[src/rtl/clock_pkg.sv]
// -----------------------------------------------------------------------------
// clock_pkg
// Shared definitions for the time-of-day set controller:
//   - state_e     : controller states (RUN plus one SET state per field)
//   - BLINK_*     : encodings driven on blink_sel
//   - HH_MAX/MS_MAX : highest legal BCD value of the hour / minute-second fields
//   - bcd2_next() : next value of a two-digit BCD counter with a given modulus
//   - blink_for() : blink_sel encoding belonging to a state
// -----------------------------------------------------------------------------
package clock_pkg;

  typedef enum logic [1:0] {
    ST_RUN    = 2'd0,
    ST_SET_HH = 2'd1,
    ST_SET_MM = 2'd2,
    ST_SET_SS = 2'd3
  } state_e;

  localparam logic [1:0] BLINK_HH   = 2'b00;
  localparam logic [1:0] BLINK_MM   = 2'b01;
  localparam logic [1:0] BLINK_SS   = 2'b10;
  localparam logic [1:0] BLINK_NONE = 2'b11;

  localparam logic [7:0] HH_MAX = 8'h23;
  localparam logic [7:0] MS_MAX = 8'h59;

  // Two-digit BCD increment that wraps to 00 after 'modulus'. BCD ordering
  // matches plain binary ordering, so a magnitude compare is enough; any value
  // at or above the limit also falls back to 00, which keeps the field legal.
  function automatic logic [7:0] bcd2_next(input logic [7:0] v,
                                           input logic [7:0] modulus);
    logic [7:0] r;
    if (v >= modulus) begin
      r = 8'h00;
    end else if (v[3:0] >= 4'd9) begin
      r = {v[7:4] + 4'd1, 4'd0};
    end else begin
      r = {v[7:4], v[3:0] + 4'd1};
    end
    return r;
  endfunction

  function automatic logic [1:0] blink_for(input state_e s);
    logic [1:0] b;
    case (s)
      ST_SET_HH: b = BLINK_HH;
      ST_SET_MM: b = BLINK_MM;
      ST_SET_SS: b = BLINK_SS;
      default:   b = BLINK_NONE;
    endcase
    return b;
  endfunction

endpackage

[src/rtl/time_set_ctrl_if.sv]
// -----------------------------------------------------------------------------
// time_set_ctrl_if
// Pulse inputs and display outputs of the time set controller.
//   tick_1hz   : one-cycle pulse per second
//   btn_mode   : debounced pulse, advances the edit mode
//   btn_inc    : debounced pulse, increments the edited field
//   hh/mm/ss   : time as two BCD digits each
//   blink_sel  : field to blink (00 HH, 01 MM, 10 SS, 11 none)
//   set_active : high in any SET state
// Modports: master = pulse source / display sink, slave = the controller.
// -----------------------------------------------------------------------------
interface time_set_ctrl_if;
  logic       tick_1hz;
  logic       btn_mode;
  logic       btn_inc;
  logic [7:0] hh;
  logic [7:0] mm;
  logic [7:0] ss;
  logic [1:0] blink_sel;
  logic       set_active;

  modport master (
    output tick_1hz, btn_mode, btn_inc,
    input  hh, mm, ss, blink_sel, set_active
  );

  modport slave (
    input  tick_1hz, btn_mode, btn_inc,
    output hh, mm, ss, blink_sel, set_active
  );
endinterface

[src/rtl/bcd2_counter.sv]
// -----------------------------------------------------------------------------
// bcd2_counter
// Two-digit BCD counter 00..modulus with wrap to 00.
// Ports:
//   clk, rst_n : clock, synchronous active-low reset (clears to 00)
//   inc_en     : advance by one this cycle
//   modulus    : highest value before wrapping (BCD)
//   value      : registered counter value
//   carry_out  : high when inc_en wraps the counter this cycle (combinational)
// -----------------------------------------------------------------------------
module bcd2_counter
  import clock_pkg::*;
(
  input  logic       clk,
  input  logic       rst_n,
  input  logic       inc_en,
  input  logic [7:0] modulus,
  output logic [7:0] value,
  output logic       carry_out
);

  logic [7:0] value_q;
  logic [7:0] value_d;

  // NOTE: every combinational output gets a default first so no path can
  // leave it unassigned and infer a latch.
  always_comb begin
    value_d = value_q;
    if (inc_en) begin
      value_d = bcd2_next(value_q, modulus);
    end
  end

  // NOTE: state flops use non-blocking assignments; reset is sampled on the
  // clock edge only (synchronous), so pulses in the reset cycle are dropped.
  always_ff @(posedge clk) begin
    if (!rst_n) begin
      value_q <= 8'h00;
    end else begin
      value_q <= value_d;
    end
  end

  assign value     = value_q;
  // Carry is taken from the current value so a whole ss->mm->hh ripple
  // settles within one cycle.
  assign carry_out = inc_en && (value_q == modulus);

endmodule

[src/rtl/time_set_ctrl.sv]
// -----------------------------------------------------------------------------
// time_set_ctrl
// Time-of-day keeper with a four-state set mode (RUN, SET_HH, SET_MM, SET_SS).
// In RUN the 1 Hz tick advances ss with carry into mm and hh; in a SET state
// time is frozen and btn_inc bumps only the selected field. btn_mode steps
// through the states and wins over a simultaneous btn_inc.
// Parameters:
//   TIMEOUT_S : idle ticks in a SET state before falling back to RUN (1..15)
// Ports:
//   clk   : system clock
//   rst_n : synchronous active-low reset
//   bus   : time_set_ctrl_if.slave (pulses in, time/blink/set_active out)
// Build option:
//   SET_TIMEOUT_EN : when defined, adds a 4-bit idle counter that returns a
//                    SET state to RUN after TIMEOUT_S ticks without buttons.
// -----------------------------------------------------------------------------
module time_set_ctrl
  import clock_pkg::*;
#(
  parameter int unsigned TIMEOUT_S = 10
) (
  input  logic          clk,
  input  logic          rst_n,
  time_set_ctrl_if.slave bus
);

  if (TIMEOUT_S < 1 || TIMEOUT_S > 15) begin : g_bad_timeout
    $error("time_set_ctrl: TIMEOUT_S must be in 1..15");
  end

  state_e     state_q;
  state_e     state_d;
  logic [1:0] blink_q;
  logic [1:0] blink_d;
  logic       set_active_q;
  logic       set_active_d;

  logic       in_run;
  logic       edit_inc;
  logic       timeout_hit;

  logic       hh_en, mm_en, ss_en;
  logic       ss_carry, mm_carry;
  logic       day_carry_unused;  // midnight wrap has no consumer
  logic [7:0] hh_val, mm_val, ss_val;

  assign in_run   = (state_q == ST_RUN);
  // btn_mode discards a btn_inc arriving in the same cycle.
  assign edit_inc = !in_run && bus.btn_inc && !bus.btn_mode;

  // -------------------------------------------------------------------------
  // Enable / carry steering: the tick ripples through all fields in RUN,
  // a button press touches only the selected field in SET.
  // -------------------------------------------------------------------------
  always_comb begin
    ss_en = 1'b0;
    mm_en = 1'b0;
    hh_en = 1'b0;
    if (in_run) begin
      ss_en = bus.tick_1hz;
      mm_en = ss_carry;
      hh_en = mm_carry;
    end else begin
      ss_en = edit_inc && (state_q == ST_SET_SS);
      mm_en = edit_inc && (state_q == ST_SET_MM);
      hh_en = edit_inc && (state_q == ST_SET_HH);
    end
  end

  bcd2_counter u_ss (
    .clk       (clk),
    .rst_n     (rst_n),
    .inc_en    (ss_en),
    .modulus   (MS_MAX),
    .value     (ss_val),
    .carry_out (ss_carry)
  );

  bcd2_counter u_mm (
    .clk       (clk),
    .rst_n     (rst_n),
    .inc_en    (mm_en),
    .modulus   (MS_MAX),
    .value     (mm_val),
    .carry_out (mm_carry)
  );

  bcd2_counter u_hh (
    .clk       (clk),
    .rst_n     (rst_n),
    .inc_en    (hh_en),
    .modulus   (HH_MAX),
    .value     (hh_val),
    .carry_out (day_carry_unused)
  );

  // -------------------------------------------------------------------------
  // Optional idle timeout. The counter is held at zero in RUN and cleared by
  // any button, so entering a SET state (always via btn_mode) starts at zero.
  // -------------------------------------------------------------------------
`ifdef SET_TIMEOUT_EN
  logic [3:0] to_cnt_q;
  logic [3:0] to_cnt_d;

  always_comb begin
    to_cnt_d    = to_cnt_q;
    timeout_hit = 1'b0;
    if (in_run || bus.btn_mode || bus.btn_inc) begin
      to_cnt_d = 4'd0;
    end else if (bus.tick_1hz) begin
      if (to_cnt_q == 4'(TIMEOUT_S - 1)) begin
        timeout_hit = 1'b1;
        to_cnt_d    = 4'd0;
      end else begin
        to_cnt_d = to_cnt_q + 4'd1;
      end
    end
  end

  always_ff @(posedge clk) begin
    if (!rst_n) begin
      to_cnt_q <= 4'd0;
    end else begin
      to_cnt_q <= to_cnt_d;
    end
  end
`else
  assign timeout_hit = 1'b0;
`endif

  // -------------------------------------------------------------------------
  // FSM with registered blink_sel / set_active derived from the next state.
  // -------------------------------------------------------------------------
  always_comb begin
    state_d = state_q;
    if (bus.btn_mode) begin
      case (state_q)
        ST_RUN:    state_d = ST_SET_HH;
        ST_SET_HH: state_d = ST_SET_MM;
        ST_SET_MM: state_d = ST_SET_SS;
        ST_SET_SS: state_d = ST_RUN;
        default:   state_d = ST_RUN;
      endcase
    end else if (timeout_hit) begin
      state_d = ST_RUN;
    end
    blink_d      = blink_for(state_d);
    set_active_d = (state_d != ST_RUN);
  end

  always_ff @(posedge clk) begin
    if (!rst_n) begin
      state_q      <= ST_RUN;
      blink_q      <= BLINK_NONE;
      set_active_q <= 1'b0;
    end else begin
      state_q      <= state_d;
      blink_q      <= blink_d;
      set_active_q <= set_active_d;
    end
  end

  assign bus.hh         = hh_val;
  assign bus.mm         = mm_val;
  assign bus.ss         = ss_val;
  assign bus.blink_sel  = blink_q;
  assign bus.set_active = set_active_q;

endmodule

[src/flat_wrapper.sv]
// flat-port wrapper written by rule: the top's interface ports become plain ports
module time_set_ctrl_flat import clock_pkg::*;
#(
  parameter int unsigned TIMEOUT_S = 10
)
  (clk, rst_n, bus_tick_1hz, bus_btn_mode, bus_btn_inc, bus_hh, bus_mm, bus_ss, bus_blink_sel, bus_set_active);
  time_set_ctrl_if bus_i ();
  input  logic clk;
  input  logic rst_n;
  input wire logic [$bits(bus_i.tick_1hz)-1:0] bus_tick_1hz;
  input wire logic [$bits(bus_i.btn_mode)-1:0] bus_btn_mode;
  input wire logic [$bits(bus_i.btn_inc)-1:0] bus_btn_inc;
  output wire logic [$bits(bus_i.hh)-1:0] bus_hh;
  output wire logic [$bits(bus_i.mm)-1:0] bus_mm;
  output wire logic [$bits(bus_i.ss)-1:0] bus_ss;
  output wire logic [$bits(bus_i.blink_sel)-1:0] bus_blink_sel;
  output wire logic [$bits(bus_i.set_active)-1:0] bus_set_active;
  assign bus_i.tick_1hz = bus_tick_1hz;
  assign bus_i.btn_mode = bus_btn_mode;
  assign bus_i.btn_inc = bus_btn_inc;
  assign bus_hh = bus_i.hh;
  assign bus_mm = bus_i.mm;
  assign bus_ss = bus_i.ss;
  assign bus_blink_sel = bus_i.blink_sel;
  assign bus_set_active = bus_i.set_active;
  time_set_ctrl #(.TIMEOUT_S(TIMEOUT_S)) u_core (.clk(clk), .rst_n(rst_n), .bus(bus_i));
endmodule
[config.mk]
export PLATFORM = sky130hd
export DESIGN_NAME = time_set_ctrl_flat
export DESIGN_NICKNAME = d
export VERILOG_FILES = /design/src/rtl/clock_pkg.sv /design/src/rtl/time_set_ctrl_if.sv /design/src/rtl/bcd2_counter.sv /design/src/rtl/time_set_ctrl.sv /design/src/flat_wrapper.sv
export SDC_FILE = /design/constraint.sdc
export NUM_CORES = 1
export LEC_CHECK = 0
export CAP_MARGIN = 20
export CORE_ASPECT_RATIO = 0.7
export CORE_MARGIN = 3
export CORE_UTILIZATION = 55
export DETAILED_ROUTE_END_ITERATION = 10
export HOLD_SLACK_MARGIN = 0.05
export PLACE_DENSITY = 0.84
export REMOVE_ABC_BUFFERS = 1
export SETUP_SLACK_MARGIN = 0.1
export SLEW_MARGIN = 30
export SYNTH_ARGS = -nofsm -noshare
export SYNTH_HDL_FRONTEND = slang
export SYNTH_SLANG_ARGS = --single-unit
[constraint.sdc]
create_clock -name clk -period 4.9 [get_ports clk]
set_input_delay 1.225 -clock clk [delete_from_list [all_inputs] [get_ports clk]]
set_output_delay 1.225 -clock clk [all_outputs]
set_load 0.1 [all_outputs]
Word level (Yosys, flattened, before mapping)
Cells that the tools add are included.
Word-level totals
  register bits after elaboration: 29
  bits of input ports: 5
  output and inout port bits: 27
  word-level logic and storage cells: 58
Operators by class
  add/sub/neg operators: 6
  magnitude comparators: 6
  equal/unequal tests: 8
  mux-type cells: 12
  reductions and logical operators: 17
Operator list (count)
  two-way mux 8 bit: 6
  adder 4 x 1 -> 4 bit (second input constant): 6
  == test 8 x 7 -> 1 bit (second input constant): 2
  greater-or-equal comparator 8 x 7 -> 1 bit (second input constant): 2
  greater-or-equal comparator 4 bit (second input constant): 3
  == test 2 bit (second input constant): 4
  greater-or-equal comparator 8 x 6 -> 1 bit (second input constant): 1
  case mux 2 bit (4 select lines): 1
  nonzero test 2 bit: 4
  logical AND 1 bit: 7
  case mux 2 bit (3 select lines): 1
  AND reduction 2 bit: 3
  == test 2 x 1 -> 1 bit (second input constant): 2
  two-way mux 1 bit: 3
  zero test 1 bit: 2
  zero test 2 bit: 1
  two-way mux 2 bit: 1

Logic depth before layout (Yosys ltp)
Gate-level depths: netlist of run 1.
  depth in word-level cells: 11
  mapped depth: 7
  gate-level depth less buffers: 6

Hierarchy
A second synthesis of run 1 with hierarchy kept.
Unflattened totals
  cells, all modules: 274
  area, all modules: 2317.2 sq um
Modules (own cells, without submodules)
  bcd2_counter: times used 3, cells an instance 81, area each 680.7 sq um, sequential area each 160.2 sq um
  time_set_ctrl: times used 1, cells an instance 31, area each 275.3 sq um, sequential area each 100.1 sq um

Worst setup path before layout of run 1
Ideal clock, no wire load.
  path type: register -> register
  from: register u_core.u_ss.value_q[1], in the netlist u_core.u_ss.value[1]
  to: register u_core.u_ss.value_q[6], in the netlist u_core.u_ss.value[6]
  library setup time: 131 ps
  arrival time: 2295 ps
  data required time: 4769 ps
  path slack: 2474 ps
  cell stages (with the launch flop): 7
  buffers on the path: 0
  clock period less this slack: 2426 ps
  cell sequence: dfxtp_1 -> inv_1 -> ha_1 -> or3b_1 -> and4_1 -> a211oi_1 -> o32ai_1
On the way
  longest elaborated chain between the ends: 3
  elaborated cells on any way between the ends: 5
  those cells by class: order compare: 2; mux: 1; reduce/logical: 2
RTL lines
  from (decl): line bcd2_counter.sv:22  | logic [7:0] value_q;
  from (signal assigned): line bcd2_counter.sv:40  | value_q <= value_d;
  greater-or-equal comparator 8 x 7 -> 1 bit / greater-or-equal comparator 4 bit (equally long branches): line clock_pkg.sv:33, clock_pkg.sv:35
  nonzero test 2 bit (no line)
  AND reduction 2 bit (no line)
Several ways; a longest one is shown, not always the timed one.
A chain may end at the register's enable or synchronous reset.

Final worst setup path of run 1
  from: register u_core.u_mm.value_q[3], in the netlist u_core.u_mm.value[3]
  to: output port bus_mm[3]
RTL lines
  from (decl): line bcd2_counter.sv:22
  from (signal assigned): line bcd2_counter.sv:40
  to (decl): line flat_wrapper.sv:14  | output wire logic [$bits(bus_i.mm)-1:0] bus_mm;
No word-level cell between the ends.

==> results.py, run 1 <==
metrics = {
    "run_status": {
        "status": "completed",
    },
    "routing": {
        "viasPerCell": 5.88,
        "wire_per_inst_um": 15.1,
        "remaining_drc_errors": 0,
        "drt_pre_antenna_iters": 5,
        "postRouteAntennaNets": 0,
        "initialDrtViolationCount": 114,
        "vias": 1499,
        "wirelength_mm": 3.85,
    },
    "placed_design": {
        "gp_congestion": 0.770,
        "placed_area_sq_mm": 0.00199,
        "dp_hpwl_mm": 2.81,
        "portBuffers": 31,
        "preCtsSetupSlack_ns": 1.55,
    },
    "worst_setup_path": {
        "worst_setup_path_start_kind": "flip-flop",
        "cp.arrival_ns": 1.92,
        "critPathMaxStageDelay_ns": 1.18,
        "required_ns": 3.67,
        "cp_top_family": "buffers and inverters",
        "cp.buffers_inverters": 1,
        "worstPathCellList": "clkdlybuf4s50_1",
        "r2r-start": "u_core.state_q[0]",
        "crit_start": "u_core.u_mm.value[3]",
        "worstSetupPathType": "flip-flop to primary output",
        "crit_path_max_fanout": 7,
        "cp-end-kind": "primary output",
        "critical_path.slowest_cell": "clkdlybuf4s50_1",
    },
    "synth": {
        "synthCells": 187,
        "netlist_area_sq_mm": 0.00166,
        "ys_ff_latch": 29,
        "synthArstFlopShare": 0,
        "seq_area_frac_synth": 0.350,
        "yosysWarnings": 0,
        "synth_edf_count": 0,
        "synth_flop_cell": "dfxtp_1",
        "ys_types": 48,
        "syn_area_per_cell_sq_um": 8.87,
    },
    "timing": {
        "tightest_slew_ns": 0.974,
        "period_share": 0.643,
        "relSlewSlack": 0.348,
        "max_freq_ghz": 0.318,
        "setup_tns_ns": 0,
        "rsz0062_at_grt": "no",
        "setup_viol_count_final": 0,
        "finalCriticalPeriod_ns": 3.15,
        "slew_violations": 0,
        "whs_ns": 0.501,
        "hold_violations": 0,
        "setup_ws_ns": 1.75,
        "finClkSkew_ns": 0.00296,
    },
    "global_route": {
        "grt_max_degree": 21,
        "grt.overflow.total": 0,
        "track_usage": 0.230,
        "grt_pass1_wl_mm": 6.67,
        "grt_pass1_vias": 1440,
        "antenna_found_initial": 0,
    },
    "clocking": {
        "cts_buffers": 5,
        "clockRootBuffer": "clkbuf_8",
        "clock_latency_ns": 0.28,
        "cts_tree": "done",
        "cts_max_path_buffers": 2,
        "cts_setup_buffers": 0,
        "cts_sinks": 29,
        "cts.clk_slew.worst_paths_ns": 0.06,
        "cts_max_level": 2,
        "cts-resized-gates": 0,
        "cts_hold_buf": 0,
    },
    "power_and_ir_drop": {
        "swShare": 0.302,
        "power_density_mw_per_mm2": 255,
        "p_int_uw": 369,
        "p_leak_nw": 0.799,
        "total_power_uw": 528,
        "p_clk_frac": 0.351,
        "ir_worst_vdd_mv": 0.287,
        "comb_power_share": 0.178,
        "switchingPower_uw": 159,
        "seqPwrFrac": 0.471,
    },
    "cells_and_area": {
        "layout-drive-gt1-share": 0.0543,
        "nets": 245,
        "diodes": 0,
        "fin_area_sq_mm": 0.00207,
        "area_growth_pct": 24.8,
    },
    "floorplanning": {
        "coreArea_sq_mm": 0.00267,
        "initial_utilization": 0.622,
        "row_count": 15,
        "die_area_sq_mm": 0.00372,
        "die_h_um": 51.9,
        "chipWidth_um": 71.6,
        "boundaryPins": 32,
    },
    "hold_path": {
        "worst_hold_path_type": "flip-flop to flip-flop",
        "hp-start": "u_core.u_hh.value[7]",
    },
    "job": {
        "cap_violations": 0,
    },
}
metrics by stage:
step,util,instances
floorplan,-,182
global placement,0.746,247
detailed placement,0.746,247
CTS,0.776,255
global route,0.776,255
finish,0.776,255
cell usage after synthesis, types with 4 or more instances:
master / n / area share
inv_1: 19 / 0.043
nand3_1: 6 / 0.018
ha_1: 20 / 0.15
nor2_1: 5 / 0.011
nor3_1: 4 / 0.012
nand2_1: 23 / 0.052
and3_1: 5 / 0.019
o22ai_1: 6 / 0.023
dfxtp_1: 29 / 0.35
or3_1: 5 / 0.019
a21oi_1: 12 / 0.036
worst reg2reg max path, stage by stage (launching register included):
cell       delay [ns]
dfxtp_1          0.40
inv_1            0.09
ha_1             0.29
nand4_1          0.18
a2bb2oi_1        0.53
nor2_1           0.14
a211oi_1         0.23
power by group through the flow:
| stage | combinational [mW] | sequential (mW) | clock [mW] |
|---|---|---|---|
| after floorplan | 0.0296 | 0.292 | 0 |
| after global placement | 0.0912 | 0.253 | 0 |
| after detailed placement | 0.0937 | 0.254 | 0 |
| after CTS | 0.0945 | 0.249 | 0.188 |
| after global routing | 0.101 | 0.250 | 0.197 |
| final | 0.0941 | 0.249 | 0.185 |
final timing paths:
check | slack (ns) | depth (start not counted) | endpoint
setup / recovery | 1.75 | 1 | bus_mm[3]
hold / removal | 0.50 | 1 | u_core.u_hh.value[7]
setup reg to reg | 2.96 | 6 | u_core.u_mm.value[4]
hold reg to reg | 0.50 | 1 | u_core.u_hh.value[7]
layout make-up:
| cell class | count | area [sq um] |
|---|---|---|
| Tap cell | 34 | 42.5 |
| Sequential cell | 29 | 581 |
| Multi-Input combinational cell | 134 | 983 |
| Clock buffer | 8 | 80.1 |
| Fill cell | 180 | 597 |
| Inverter | 19 | 71.3 |
| Timing Repair Buffer | 31 | 310 |
metal layers:
metal | part of all wire | up-vias | track usage
li1 | - | 741 | -
met3 | 0.060 | 7 | 0.0579
met5 | 0 | - | 0
met2 | 0.44 | 55 | 0.369
met1 | 0.49 | 696 | 0.300
met4 | 0.013 | 0 | 0.0813
sequential cells by signal (all words and copies together) (netlist names):
register               flops
u_core.bus.blink_sel       2
u_core.bus.set_active      1
u_core.state_q             2
u_core.u_hh.value          8
u_core.u_mm.value          8
u_core.u_ss.value          8
cells in the final DEF (no fill, tap or decap), types with 2 or more instances in the layout:
cell type / synthesis / final
a211oi_1: 3 / 3
a21oi_1: 12 / 12
a21oi_2: 2 / 2
a41oi_1: 2 / 2
and2_1: 2 / 2
and3_1: 5 / 5
and4bb_1: 2 / 2
clkbuf_1: 3 / 3
clkbuf_8: 0 / 5
clkdlybuf4s50_1: 0 / 31
dfxtp_1: 29 / 29
ha_1: 20 / 20
inv_1: 19 / 19
nand2_1: 23 / 23
nand3_1: 6 / 6
nand3b_1: 3 / 3
nand4_1: 3 / 3
nand4bb_1: 2 / 2
nor2_1: 5 / 5
nor3_1: 4 / 4
o21ai_0: 3 / 3
o22ai_1: 6 / 6
o32ai_1: 2 / 2
or3_1: 5 / 5
cell families (layout without fill, tap and decap cells):
logic type,Yosys count,after routing,synth area share
compound gates,45,45,0.196
mux,1,1,0.00604
simple gates,67,67,0.235
fa+ha+maj,20,20,0.151
buf+inv,24,58,0.0566
flops,29,29,0.350
xor+xnor,1,1,0.00528
Power figures use the tool's default switching activity.
==> inputs of run 2 (changes only) <==
CORE_UTILIZATION = 46   (was 55)
PLACE_DENSITY = 0.75   (was 0.84)
clock period = 2.65 ns   (was 4.9 ns; I/O delays follow)
==> run 2 against run 1 <==
Sequential power is 85% higher. Critical path depth is 4 higher. Clock-buffer cell count stayed put. Sequential cell count stayed put. Final cell count is 6.3% higher. Global-route usage is 4.5 points lower. Clock power is 86% higher. Hold slack hardly changed. Sequential share of layout area is 0.40 points higher. Via count is 0.33% higher.
==> results.py, run 2 (synthesized netlist as in run 1, its figures left out) <==
metrics = {
    "run_status": {
        "status": "completed",
    },
    "timing": {
        "relSlewSlack": 0.623,
        "finalCriticalPeriod_ns": 2.08,
        "slew_violations": 0,
        "max_freq_ghz": 0.480,
        "setup_tns_ns": 0,
        "hold_violations": 0,
        "rsz0062_at_grt": "no",
        "whs_ns": 0.502,
        "tightest_slew_ns": 0.564,
        "setup_viol_count_final": 0,
        "period_share": 0.786,
        "finClkSkew_ns": 0.00376,
    },
    "global_route": {
        "grt_pass1_wl_mm": 6.53,
        "antenna_found_initial": 0,
        "track_usage": 0.185,
        "grt_pass1_vias": 1433,
        "grt.overflow.total": 0,
        "grt_max_degree": 20,
    },
    "floorplanning": {
        "die_area_sq_mm": 0.00437,
        "die_h_um": 56.2,
        "coreArea_sq_mm": 0.00330,
        "row_count": 17,
        "boundaryPins": 32,
        "initial_utilization": 0.503,
        "chipWidth_um": 77.8,
    },
    "routing": {
        "remaining_drc_errors": 0,
        "drt_pre_antenna_iters": 4,
        "initialDrtViolationCount": 66,
        "viasPerCell": 5.55,
        "postRouteAntennaNets": 0,
        "met1Wirelength_mm": 1.84,
        "wire_per_inst_um": 14.5,
        "dr_wl_met3_um": 220,
        "vias": 1504,
        "dr_wl_met2_mm": 1.85,
        "routed.top_layer": "met4",
        "wirelength_mm": 3.94,
    },
    "clocking": {
        "cts_setup_buffers": 0,
        "cts_hold_buf": 0,
        "clockRootBuffer": "clkbuf_8",
        "cts_tree": "done",
        "cts_max_level": 2,
        "cts_max_path_buffers": 2,
        "cts-resized-gates": 0,
        "clock_latency_ns": 0.28,
        "cts_sinks": 29,
        "cts_buffers": 5,
        "cts.clk_slew.worst_paths_ns": 0.06,
    },
    "cells_and_area": {
        "layout_commonest_cell": "buf_4",
        "multi_input_area_sq_um": 983,
        "nets": 248,
        "final_cell_mix": "buf_4 (30), dfxtp_1 (29), nand2_1 (23), ha_1 (20), inv_1 (19)",
        "diodes": 0,
        "area_growth_pct": 23.0,
        "layout-drive-gt1-share": 0.188,
        "fill_cells": 271,
        "seq_area_sq_um": 581,
    },
    "worst_setup_path": {
        "required_ns": 2.83,
        "crit_path_max_fanout": 8,
        "worst_setup_path_start_kind": "primary input",
        "rrSetupSlack_ns": 0.72,
        "cp-end-kind": "flip-flop",
        "worstPathCellList": "clkdlybuf4s50_1 -> nor3b_4 -> a22oi_2 -> or2_1 -> o32ai_1",
        "timing.rr.end": "u_core.u_ss.value[6]",
        "reg2reg_depth": 6,
        "cp.buffers_inverters": 1,
        "cp.arrival_ns": 2.26,
        "critical_path.slowest_cell": "clkdlybuf4s50_1",
        "worstSetupPathType": "primary input to flip-flop",
        "r2r-start": "u_core.u_ss.value[1]",
        "cp_top_family": "simple AND/OR/NAND/NOR gates",
        "critPathMaxStageDelay_ns": 0.52,
    },
    "hold_path": {
        "hp-start": "u_core.u_hh.value[6]",
        "hold_depth": 1,
        "worst_hold_path_type": "flip-flop to flip-flop",
        "hold_end": "u_core.u_hh.value[6]",
    },
    "job": {
        "cap_violations": 0,
    },
    "placed_design": {
        "portBuffers": 31,
        "gp_congestion": 0.837,
        "dp_hpwl_mm": 2.94,
    },
    "power_and_ir_drop": {
        "p_leak_nw": 0.864,
        "power_density_mw_per_mm2": 480,
        "ir_worst_vdd_mv": 0.369,
        "total_power_uw": 980,
    },
}
-- run 2: layer usage --
metal,track usage,vias to the layer above
met3,0.0550,4
met5,0,-
met1,0.239,717
met2,0.294,39
li1,-,744
met4,0.0558,0
-- run 2: how the worst max path moves through the flow --
stage	end	startpoint	slack, ns	depth (start not counted)
floorplan	u_core.u_ss.value[6]	u_core.u_ss.value[1]	0.22	6
global placement	u_core.u_ss.value[6]	bus_btn_mode	0.42	5
detailed placement	u_core.u_ss.value[6]	bus_btn_mode	0.30	5
CTS	u_core.u_ss.value[6]	bus_btn_mode	0.58	5
global route	u_core.u_ss.value[6]	bus_btn_mode	0.43	5
finish	u_core.u_ss.value[6]	bus_btn_mode	0.57	5
-- run 2: cell type report --
class,instances,share of cell area
Clock buffer,8,0.0393
Inverter,19,0.0350
Multi-Input combinational cell,134,0.482
Sequential cell,29,0.285
Tap cell,47,0.0288
Timing Repair Buffer,34,0.130
-- run 2: worst reg2reg max path, delay by kind of cell, from the launching register on --
family          cells  cell delay [ns]
buf+inv             1             0.08
fa+ha+maj           1             0.20
flops               1             0.39
compound gates      2             0.45
simple gates        2             0.67
-- run 2: where the power goes --
| group | switching [mW] | internal [mW] |
|---|---|---|
| registers | 0.0106 | 0.449 |
| logic | 0.130 | 0.0460 |
| clock network | 0.158 | 0.186 |
-- run 2: per-stage QoR --
stage                     setup WS, ns   util  std cells  instance area, sq um
final                            0.568  0.619        271                  2040
after global routing             0.431  0.619        271                  2040
after CTS                        0.580  0.619        271                  2040
after detailed placement         0.296  0.594        263                  1960
after global placement           0.419  0.594        263                  1960
after floorplan                  0.218      -        182                  1640
==> inputs of run 3 (changes only) <==
clock period = 1.9 ns   (was 2.65 ns; I/O delays follow)
==> run 3 against run 2 <==
Sequential share of layout area fell by 6.0 points. Sequential power rose by 41%. Worst setup slack got worse by 0.47 ns. Final cell count rose by 5.5%. Highest routed layer unchanged.
==> results.py, run 3 (synthesized netlist as in run 1, its figures left out) <==
metrics = {
    "floorplanning": {
        "initial_utilization": 0.503,
        "chipWidth_um": 77.8,
        "row_count": 17,
        "die_area_sq_mm": 0.00437,
        "boundaryPins": 32,
        "die_h_um": 56.2,
        "coreArea_sq_mm": 0.00330,
    },
    "worst_setup_path": {
        "cp.buffers_inverters": 0,
        "rrSetupSlack_ns": 0.09,
        "critical_path.slowest_cell": "or3b_4",
        "cp-end-kind": "flip-flop",
        "required_ns": 2.07,
        "critPathMaxStageDelay_ns": 0.41,
        "cp_top_family": "simple AND/OR/NAND/NOR gates",
        "timing.rr.end": "u_core.u_ss.value[6]",
        "cp.arrival_ns": 1.98,
        "r2r-start": "u_core.u_ss.value[0]",
        "crit_path_max_fanout": 5,
        "reg2reg_depth": 5,
        "worstPathCellList": "ha_1 -> or3b_4 -> and4_2 -> a211oi_2 -> o32ai_1",
        "worst_setup_path_start_kind": "flip-flop",
        "worstSetupPathType": "flip-flop to flip-flop",
    },
    "power_and_ir_drop": {
        "ir_worst_vdd_mv": 0.776,
        "comb_power_share": 0.218,
        "seqPwrFrac": 0.418,
        "p_clk_frac": 0.364,
        "swShare": 0.301,
        "p_leak_nw": 1.05,
        "p_int_mw": 1.09,
        "power_density_mw_per_mm2": 597,
        "switchingPower_uw": 468,
    },
    "hold_path": {
        "hold_end": "u_core.u_mm.value[0]",
        "hp-start": "u_core.u_mm.value[0]",
        "worst_hold_path_type": "flip-flop to flip-flop",
        "hold_depth": 2,
    },
    "routing": {
        "wire_per_inst_um": 18.1,
        "remaining_drc_errors": 0,
        "vias": 1693,
        "viasPerCell": 5.92,
        "drt_pre_antenna_iters": 5,
        "initialDrtViolationCount": 141,
        "wirelength_mm": 5.18,
        "postRouteAntennaNets": 0,
    },
    "global_route": {
        "grt_pass1_wl_mm": 7.61,
        "grt.overflow.total": 0,
        "grt_max_degree": 20,
        "antenna_found_initial": 0,
        "grt_pass1_vias": 1647,
        "track_usage": 0.222,
    },
    "timing": {
        "period_share": 0.951,
        "setup_viol_count_final": 0,
        "setup_tns_ns": 0,
        "whs_ns": 0.527,
        "finClkSkew_ns": 0.00165,
        "max_freq_ghz": 0.553,
        "tightest_slew_ns": 0.445,
        "relSlewSlack": 0.701,
        "rsz0062_at_grt": "no",
        "finalCriticalPeriod_ns": 1.81,
        "hold_violations": 0,
        "slew_violations": 0,
    },
    "cells_and_area": {
        "fin_area_sq_mm": 0.00260,
        "final_cell_mix": "buf_12 (27), dfxtp_1 (25), nand2_1 (23), ha_1 (19), buf_4 (18)",
        "nets": 263,
        "layout_commonest_cell": "buf_12",
        "final_core_util": 0.790,
        "diodes": 0,
        "area_growth_pct": 57.1,
        "layout-drive-gt1-share": 0.331,
    },
    "placed_design": {
        "placed_area_sq_mm": 0.00237,
        "gp_congestion": 0.855,
        "portBuffers": 31,
        "dp_hpwl_mm": 3.37,
    },
    "clocking": {
        "cts_tree": "done",
        "cts.clk_slew.worst_paths_ns": 0.06,
        "cts_max_level": 2,
        "clockRootBuffer": "clkbuf_8",
        "cts_hold_buf": 0,
        "clock_latency_ns": 0.29,
        "cts_sinks": 29,
        "cts_buffers": 5,
        "cts_max_path_buffers": 2,
    },
    "job": {
        "cap_violations": 0,
    },
    "run_status": {
        "status": "completed",
    },
}
-- run 3: cell types whose count changed in the layout (fill, tap and decap cells not counted), moves of 2 or more --
cell,previous run,this run
buf_4,30,18
clkbuf_1,3,0
inv_1,19,17
buf_12,0,27
clkbuf_8,5,7
dfxtp_2,0,4
inv_2,0,2
dfxtp_1,29,25
-- run 3: what timing repair did --
action                                  CTS  global route
gates cloned                              0             0
resized for setup                         5            19
pin swaps                                 0             7
endpoints found under the setup margin   15            23
setup buffers                             0             5
-- run 3: how the worst max path moves through the flow --
stage,endpoint,depth (start not counted),from
final,u_core.u_ss.value[6],5,u_core.u_ss.value[0]
after CTS,u_core.u_mm.value[4],6,u_core.state_q[0]
after global routing,u_core.u_hh.value[5],6,u_core.state_q[1]
after global placement,u_core.u_mm.value[0],6,bus_btn_mode
after detailed placement,u_core.u_ss.value[7],5,bus_btn_mode
after floorplan,u_core.u_ss.value[6],6,u_core.u_ss.value[1]
-- run 3: routing by layer --
layer / wire length, um / vias up / share of wire / track usage
li1: - / 780 / - / -
met1: 2100 / 826 / 0.41 / 0.261
met2: 2580 / 69 / 0.50 / 0.379
met3: 359 / 18 / 0.069 / 0.0696
met4: 141 / 0 / 0.027 / 0.0787
met5: 0 / - / 0 / 0
-- run 3: per-stage QoR --
stage          worst slack, ns  cells  total power [mW]
6_report                0.0933    286              1.55
5_1_grt                 0.0142    286              1.61
4_1_cts                  0.111    281              1.52
3_5_place_dp            -0.125    273             0.960
3_3_place_gp           -0.0335    273             0.946
2_1_floorplan           -0.532    182             0.829
-- run 3: power groups by stage --
stage | combinational [mW] | sequential, mW | clock (mW)
CTS | 0.305 | 0.646 | 0.574
finish | 0.338 | 0.650 | 0.566
floorplan | 0.0762 | 0.753 | 0
global placement | 0.288 | 0.658 | 0
global route | 0.355 | 0.651 | 0.604
detailed placement | 0.301 | 0.659 | 0
-- run 3: worst min-delay path, stage by stage, from the launching register on --
cell     delay, ns
dfxtp_2       0.36
nand2_1       0.07
a21oi_1       0.06
-- run 3: cell type report --
class / instances / area (sq um)
tap: 47 / 58.8
sequential: 29 / 586
inverter: 19 / 71.3
clock inverter: 1 / 5.00
multi-input combinational: 134 / 1070
fill: 198 / 693
clock buffer: 7 / 96.3
timing repair buffer: 49 / 718
